==> src/rtl/linebuffer_window9.sv <==
// Streaming 9x9 window generator: 8 line buffers feed a 9x9 shift-register window,
// with raster position tracking so only windows fully inside the current frame are flagged.
module linebuffer_window9 #(
  parameter int IMG_W = 28,
  parameter int IMG_H = 28,
  parameter int PIX_W = 7
) (
  input  logic             clk,
  input  logic             reset,
  input  logic             in_valid,
  input  logic             in_sof,
  input  logic [PIX_W-1:0] in_pix,
  output logic [PIX_W-1:0] xarray [0:80],
  output logic             win_valid,
  output logic             win_last
);

  localparam int XW = (IMG_W > 1) ? $clog2(IMG_W) : 1;
  localparam int YW = (IMG_H > 1) ? $clog2(IMG_H) : 1;
  localparam logic [XW-1:0] X_MAX = XW'(IMG_W - 1);
  localparam logic [YW-1:0] Y_MAX = YW'(IMG_H - 1);
  localparam logic [XW-1:0] X_WIN = XW'(8);
  localparam logic [YW-1:0] Y_WIN = YW'(8);

  logic [XW-1:0]    x;
  logic [YW-1:0]    y;
  logic [XW-1:0]    px;
  logic [YW-1:0]    py;
  logic [PIX_W-1:0] lb  [0:7][0:IMG_W-1];
  logic [PIX_W-1:0] col [0:8];

  // Position of the pixel offered this cycle; a start-of-frame forces it to (0,0).
  always_comb begin
    px = in_sof ? '0 : x;
    py = in_sof ? '0 : y;
  end

  // lb[k] holds row (y-1-k) at columns not yet overwritten in the current row.
  always_comb begin
    for (int r = 0; r < 8; r++) begin
      col[r] = lb[7-r][px];
    end
    col[8] = in_pix;
  end

  always_ff @(posedge clk) begin
    if (reset) begin
      x <= '0;
      y <= '0;
    end else if (in_valid) begin
      if (px == X_MAX) begin
        x <= '0;
        y <= (py == Y_MAX) ? '0 : py + 1'b1;
      end else begin
        x <= px + 1'b1;
        y <= py;
      end
    end
  end

  always_ff @(posedge clk) begin
    if (!reset && in_valid) begin
      lb[0][px] <= in_pix;
      for (int k = 1; k < 8; k++) begin
        lb[k][px] <= lb[k-1][px];
      end
    end
  end

  always_ff @(posedge clk) begin
    if (reset) begin
      for (int i = 0; i < 81; i++) begin
        xarray[i] <= '0;
      end
      win_valid <= 1'b0;
      win_last  <= 1'b0;
    end else begin
      win_valid <= 1'b0;
      win_last  <= 1'b0;
      if (in_valid) begin
        for (int r = 0; r < 9; r++) begin
          for (int c = 0; c < 8; c++) begin
            xarray[r*9+c] <= xarray[r*9+c+1];
          end
          xarray[r*9+8] <= col[r];
        end
        win_valid <= (px >= X_WIN) && (py >= Y_WIN);
        win_last  <= (px == X_MAX) && (py == Y_MAX);
      end
    end
  end

endmodule
==> config.mk <==
export PLATFORM = sky130hd
export DESIGN_NAME = linebuffer_window9
export DESIGN_NICKNAME = d
export VERILOG_FILES = /design/src/rtl/linebuffer_window9.sv
export SDC_FILE = /design/constraint.sdc
export NUM_CORES = 2
export LEC_CHECK = 0
export CORE_MARGIN = 3
export CORE_UTILIZATION = 43
export CTS_CLUSTER_DIAMETER = 40
export DETAILED_ROUTE_END_ITERATION = 8
export PLACE_DENSITY = 0.63
export SLEW_MARGIN = 20
export SYNTH_ARGS = -nofsm -noshare
export SYNTH_HDL_FRONTEND = slang
export SYNTH_SLANG_ARGS = --single-unit
==> constraint.sdc <==
create_clock -name clk -period 8.15 [get_ports clk]
set_input_delay 1.63 -clock clk [delete_from_list [all_inputs] [get_ports clk]]
set_output_delay 1.63 -clock clk [all_outputs]
set_load 0.01 [all_outputs]
=== After elaboration in Yosys (flattened, before gate mapping) ===
Memories as Yosys holds them, arrays and structs flattened.
Cells that the tools add are included.

* Flip-flop bits (word level): 579
* Word-level logic and storage cells: 135
* Memories: 1
* Output and inout port bits: 569
* Memory bits (writable): 1568
* Input bits: 11

* Multiplexer cells: 33
* Reductions and logical operators: 6
* Bitwise operators: 2
* Eq/ne operators: 2
* Magnitude comparators: 4
* Add/sub/neg operators: 2

{| class="wikitable"
|+ Memories
! memory !! words !! width !! read ports !! clocked after memory_dff !! wr ports !! RTL line !! text
|-
| lb || 8 || 196 || 8 || 0 || 8 || 29 || <nowiki>logic [PIX_W-1:0] lb [0:7][0:IMG_W-1];</nowiki>
|}

{| class="wikitable"
|+ Operators by type and width
! cell !! number
|-
| $bmux 7 s5 || 8
|-
| $mux 196 || 1
|-
| $mux 7 || 17
|-
| $demux 7 s5 || 1
|-
| $mux 5 || 5
|-
| $add 5x1->5 const B || 2
|-
| $eq 5x5->1 const B || 2
|-
| $ge 5x4->1 const B || 2
|-
| $ge 6x6->1 const B || 1
|-
| $lt 6x1->1 const B || 1
|-
| $not 5->6 || 1
|-
| $logic_and 1x1->1 || 4
|-
| $reduce_or 2->1 || 1
|-
| $logic_not 1->1 || 1
|-
| $mux 1 || 1
|-
| $not 1->1 || 1
|}

=== Logic depth before layout (Yosys ltp) ===
* Word-level depth: 7
* Depth in mapped cells: 13
* Mapped depth without buffers: 8

=== Worst setup path after synthesis ===
OpenSTA, ideal clock, no wires.

* Path kind: input to register
* Start: input in_sof
* End: memory lb[0][273] in the netlist's numbering (enable)
* Stages on the path: 8
* Data arrival time: 6478 ps
* Data required time: 7611 ps
* Setup slack: 1133 ps
* Buffers on the path: 3
* Setup time: 539 ps
* Path through: and2b_1 -> inv_2 -> buf_4 -> buf_2 -> buf_2 -> ha_1 -> nand2_1 -> nor3_1

{| class="wikitable"
|+ RTL lines
! item !! RTL line !! text
|-
| start, declared || 11 || <nowiki>input logic in_sof,</nowiki>
|-
| end, declared || 29 ||
|}

==> summary.md <==
| Metric | Value |
|---|---|
| Top-area cell type share of the netlist area | between 50% and 60% |
| Critical Path AT | a little over 5000 ps |
| Worst-skew pair later-pin latency | 910 ps |
| RSZ-0062 raised after global routing | no |
| H-tree levels | 5 |
| Flops & latches, synth | 2147 |
| Reg clk slew, reported paths | approximately 60 ps |
| Combinational family with the most area after synthesis | multiplexers |
| WL final | 260000 um |
| Worst Tran Pin Value | 1210 ps |
| Fmax | 206 MHz |
| Die width | 442 um |
| Filler cell count | between 15000 and 20000 |
| Total number of vias | 51705 |
| Initial Util | 43.4% |
| Worst-path fanout max | 148 |
| Status | complete, no violations |
| Area of the die | around 200000 um2 |
| Die Height | 442 um |
| Buf+Inv Stages, Crit Path | 2 |
| Syn Nets | 5371 |
| Hold path startpoint | xarray[59] |
| Post-synthesis compound-gate area fraction | under 10% |
| Fraction of the mapped netlist area in simple logic gates | under 10% |
| Top-Level Pins | 580 |
| Post-CTS setup buffer count | 0 |
| DR iter-0 viols | 5978 |
| Max-slew violations | 0 |
| Hold path cells | 2 |
| Met3 wire len | between 20000 and 30000 um |
| Layout cells sized above 1 | approximately 12% |
| Critical path's top delay family | simple AND/OR/NAND/NOR gates |
| Multiplexer share of the synthesized area | about an eighth |
| GRT overflow | 0 |
| Worst Path Required | 8460 ps |
| Hold/Removal Path Class | reg2reg |
| Post-CTS Hold Fix Bufs | 0 |
| Core Rows | roughly 160 |
| Resize count post-CTS | 0 |
| Final std cells w/o fill | 8634 |
| RR Endpoint | lb[0][594] |
| Sequential fraction of the synthesis area | between 70 and 80% |
| Number of port buffers | slightly below 600 |
| Setup crit end kind | register |
| Slowest Stage Delay on Critical Path | about 820 ps |
| Place WS | ~2500 ps |
| FF-to-FF path depth | 6 |
| Cells after DPL | between 8000 and 9000 |
| Type of the worst setup path | reg2reg |
| Leakage | ~34 nW |
| Synth area leaders | edfxtp_1, dfxtp_1, mux2i_1 |
| Register area | just under 60000 um2 |
| Yosys cell types | 65 |
| Residual DRC count | 0 |
| # clock sinks | around 2100 |
| Post-synthesis xor/xnor area fraction | less than 1% |
| Layout area overhead | 21.2% |
| Placer Congestion | 0.836 |
| Setup violators final | 0 |
| Worst Slack Setup Final | about 3300 ps |
| Met1 Wirelength | 102000 um |
| Post-layout util | between 50% and 60% |
| Hold Fails Final Rpt | 0 |
| Worst IR drop on VDD | just under 200 uV |
| Post-synth ARST share | 0% |
| Num CTS Buffers | 281 |
| Vias in the first global route | ~50000 |
| TritonCTS clock tree | done |
| Routed length per placed instance | approximately 30 um |
| Global-route wire length before repair | around 370000 um |
| Minimum clock period | a little under 5000 ps |
| Antenna Nets Post-Route | 0 |
| Mapped Cells | 5357 |
| Power per standard cell area | ~260 nW/um2 |
| Vias per inst | roughly 6 |
| Metal2 WL | between 100000 and 150000 um |
| Max cap viols | 0 |
| RR Startpoint | x[1] |
| Mean Syn Cell Area | approximately 15 um2 |
| CTS root buffer | clkbuf_16 |
| Pre-antenna DRT Iters | 5 |
| Layout Nets | roughly 5900 |
| Max_slew headroom | about a fifth |
| Multi-input logic area | 21300 um2 |
| YS warnings | 0 |
| R2r setup slk | around 3300 ps |
| Core area | roughly 190000 um2 |
| WHS Endpoint | xarray[59] |
| Final period util | approximately three fifths |
| Setup tns final | 0 ps |
| Slowest-stage cell, CP | nand3_1 |
| Clk_skew | 64.9 ps |
| Top_reg_cell synth | edfxtp_1 |
| Critical-path cell list | buf_12 > nor2b_4 > buf_4 > a221oi_1 > nor4_1 > nand3_1 |
| Nature of the critical path startpoint | register |
| Top Layer Used | met5 |
| Final total power | roughly 25 mW |
| EDFF count, synth | 1568 |
| Initial antenna violation count | 10 |
| Total track usage | 25.8% |
| Synthesized-area fraction occupied by adder cells | less than 1% |
| HPWL Detailed | between 150000 and 200000 um |
| Synthesized cell area | a little over 80000 um2 |
| Yosys top cell by area | edfxtp_1 |
| Longest Clk Path Bufs | 4 |
| Maximum number of pins on one net before global-route repair | ~150 |
## layout by cell type, fill, tap and decap left out, types with 55 or more instances in the layout
cell / n
edfxtp_1: 1568
nor2_1: 577
clkdlybuf4s50_1: 575
mux2i_1: 816
nand2b_1: 60
nand2_1: 162
dfxtp_1: 576
a22o_1: 74
buf_4: 103
a221oi_1: 234
o21ai_0: 70
a211oi_1: 69
clkbuf_16: 285
a311oi_1: 55
mux2_2: 56
o22ai_1: 107
## layout make-up
cell class                      instances  area share (%)
Antenna cell                           10          0.0252
Clock inverter                        140            1.65
Multi-Input combinational cell       2793            21.4
Inverter                                9          0.0467
Timing Repair Buffer                  699            6.96
Tap cell                             2495            3.15
Sequential cell                      2147            59.2
Clock buffer                          341            7.55
## registers in the layout, indices dropped and copies added (netlist names)
name       count
win_last       1
lb          1568
y              5
x              5
xarray       567
win_valid      1
## report_power, final
part / leakage [nW] / switching [mW] / internal, mW
sequential: 18.7 / 0.123 / 11.9
combinational: 10.9 / 0.869 / 0.428
clock: 4.46 / 4.65 / 7.48
## worst max path at each step
stage | from | to | slack, ps | cells past startpoint
4_1_cts | x[1] | lb[0][783] | 3250 | 6
3_5_place_dp | in_sof | lb[0][615] | 2550 | 7
6_report | x[1] | lb[0][594] | 3290 | 6
5_1_grt | x[1] | lb[0][594] | 3060 | 6
2_1_floorplan | in_sof | lb[0][273] | 1130 | 8
3_3_place_gp | in_valid | lb[1][41] | 2640 | 6
## metal layers
layer,track usage [%],up-vias
li1,-,22009
met1,34.4,26126
met2,41.4,2977
met3,5.52,587
met4,10.1,6
met5,0,-
## worst reg2reg max path, stage by stage (launching register included)
cell      delay [ps]
dfxtp_4          770
buf_12           700
nor2b_4          390
buf_4            740
a221oi_1         300
nor4_1           540
nand3_1          820
## stage by stage
step | instance area (um2) | hold slack, ps
final | 99200 | 492
after global routing | 99200 | 511
after CTS | 99200 | 497
after detailed placement | 90000 | 484
after global placement | 90000 | 474
after floorplan | 81800 | 471
## cells in the mapped netlist (37+ instances only)
cell / n
a211oi_1: 69
a21oi_1: 37
a221oi_1: 234
a22o_1: 74
a311oi_1: 55
and3b_1: 42
buf_1: 44
buf_2: 110
buf_4: 42
clkbuf_1: 175
dfxtp_1: 579
edfxtp_1: 1568
mux2_2: 56
mux2i_1: 816
mux4_2: 38
nand2_1: 162
nand2b_1: 62
nor2_1: 602
nor3_1: 52
o21ai_0: 70
o22ai_1: 107
o31a_1: 38
## cell families after synthesis
kind of cell	count (synthesis)
flops	2147
simple gates	1011
mux	910
compound gates	868
buf+inv	417
fa+ha+maj	3
xor+xnor	1
(Power assumes the default switching activity.)
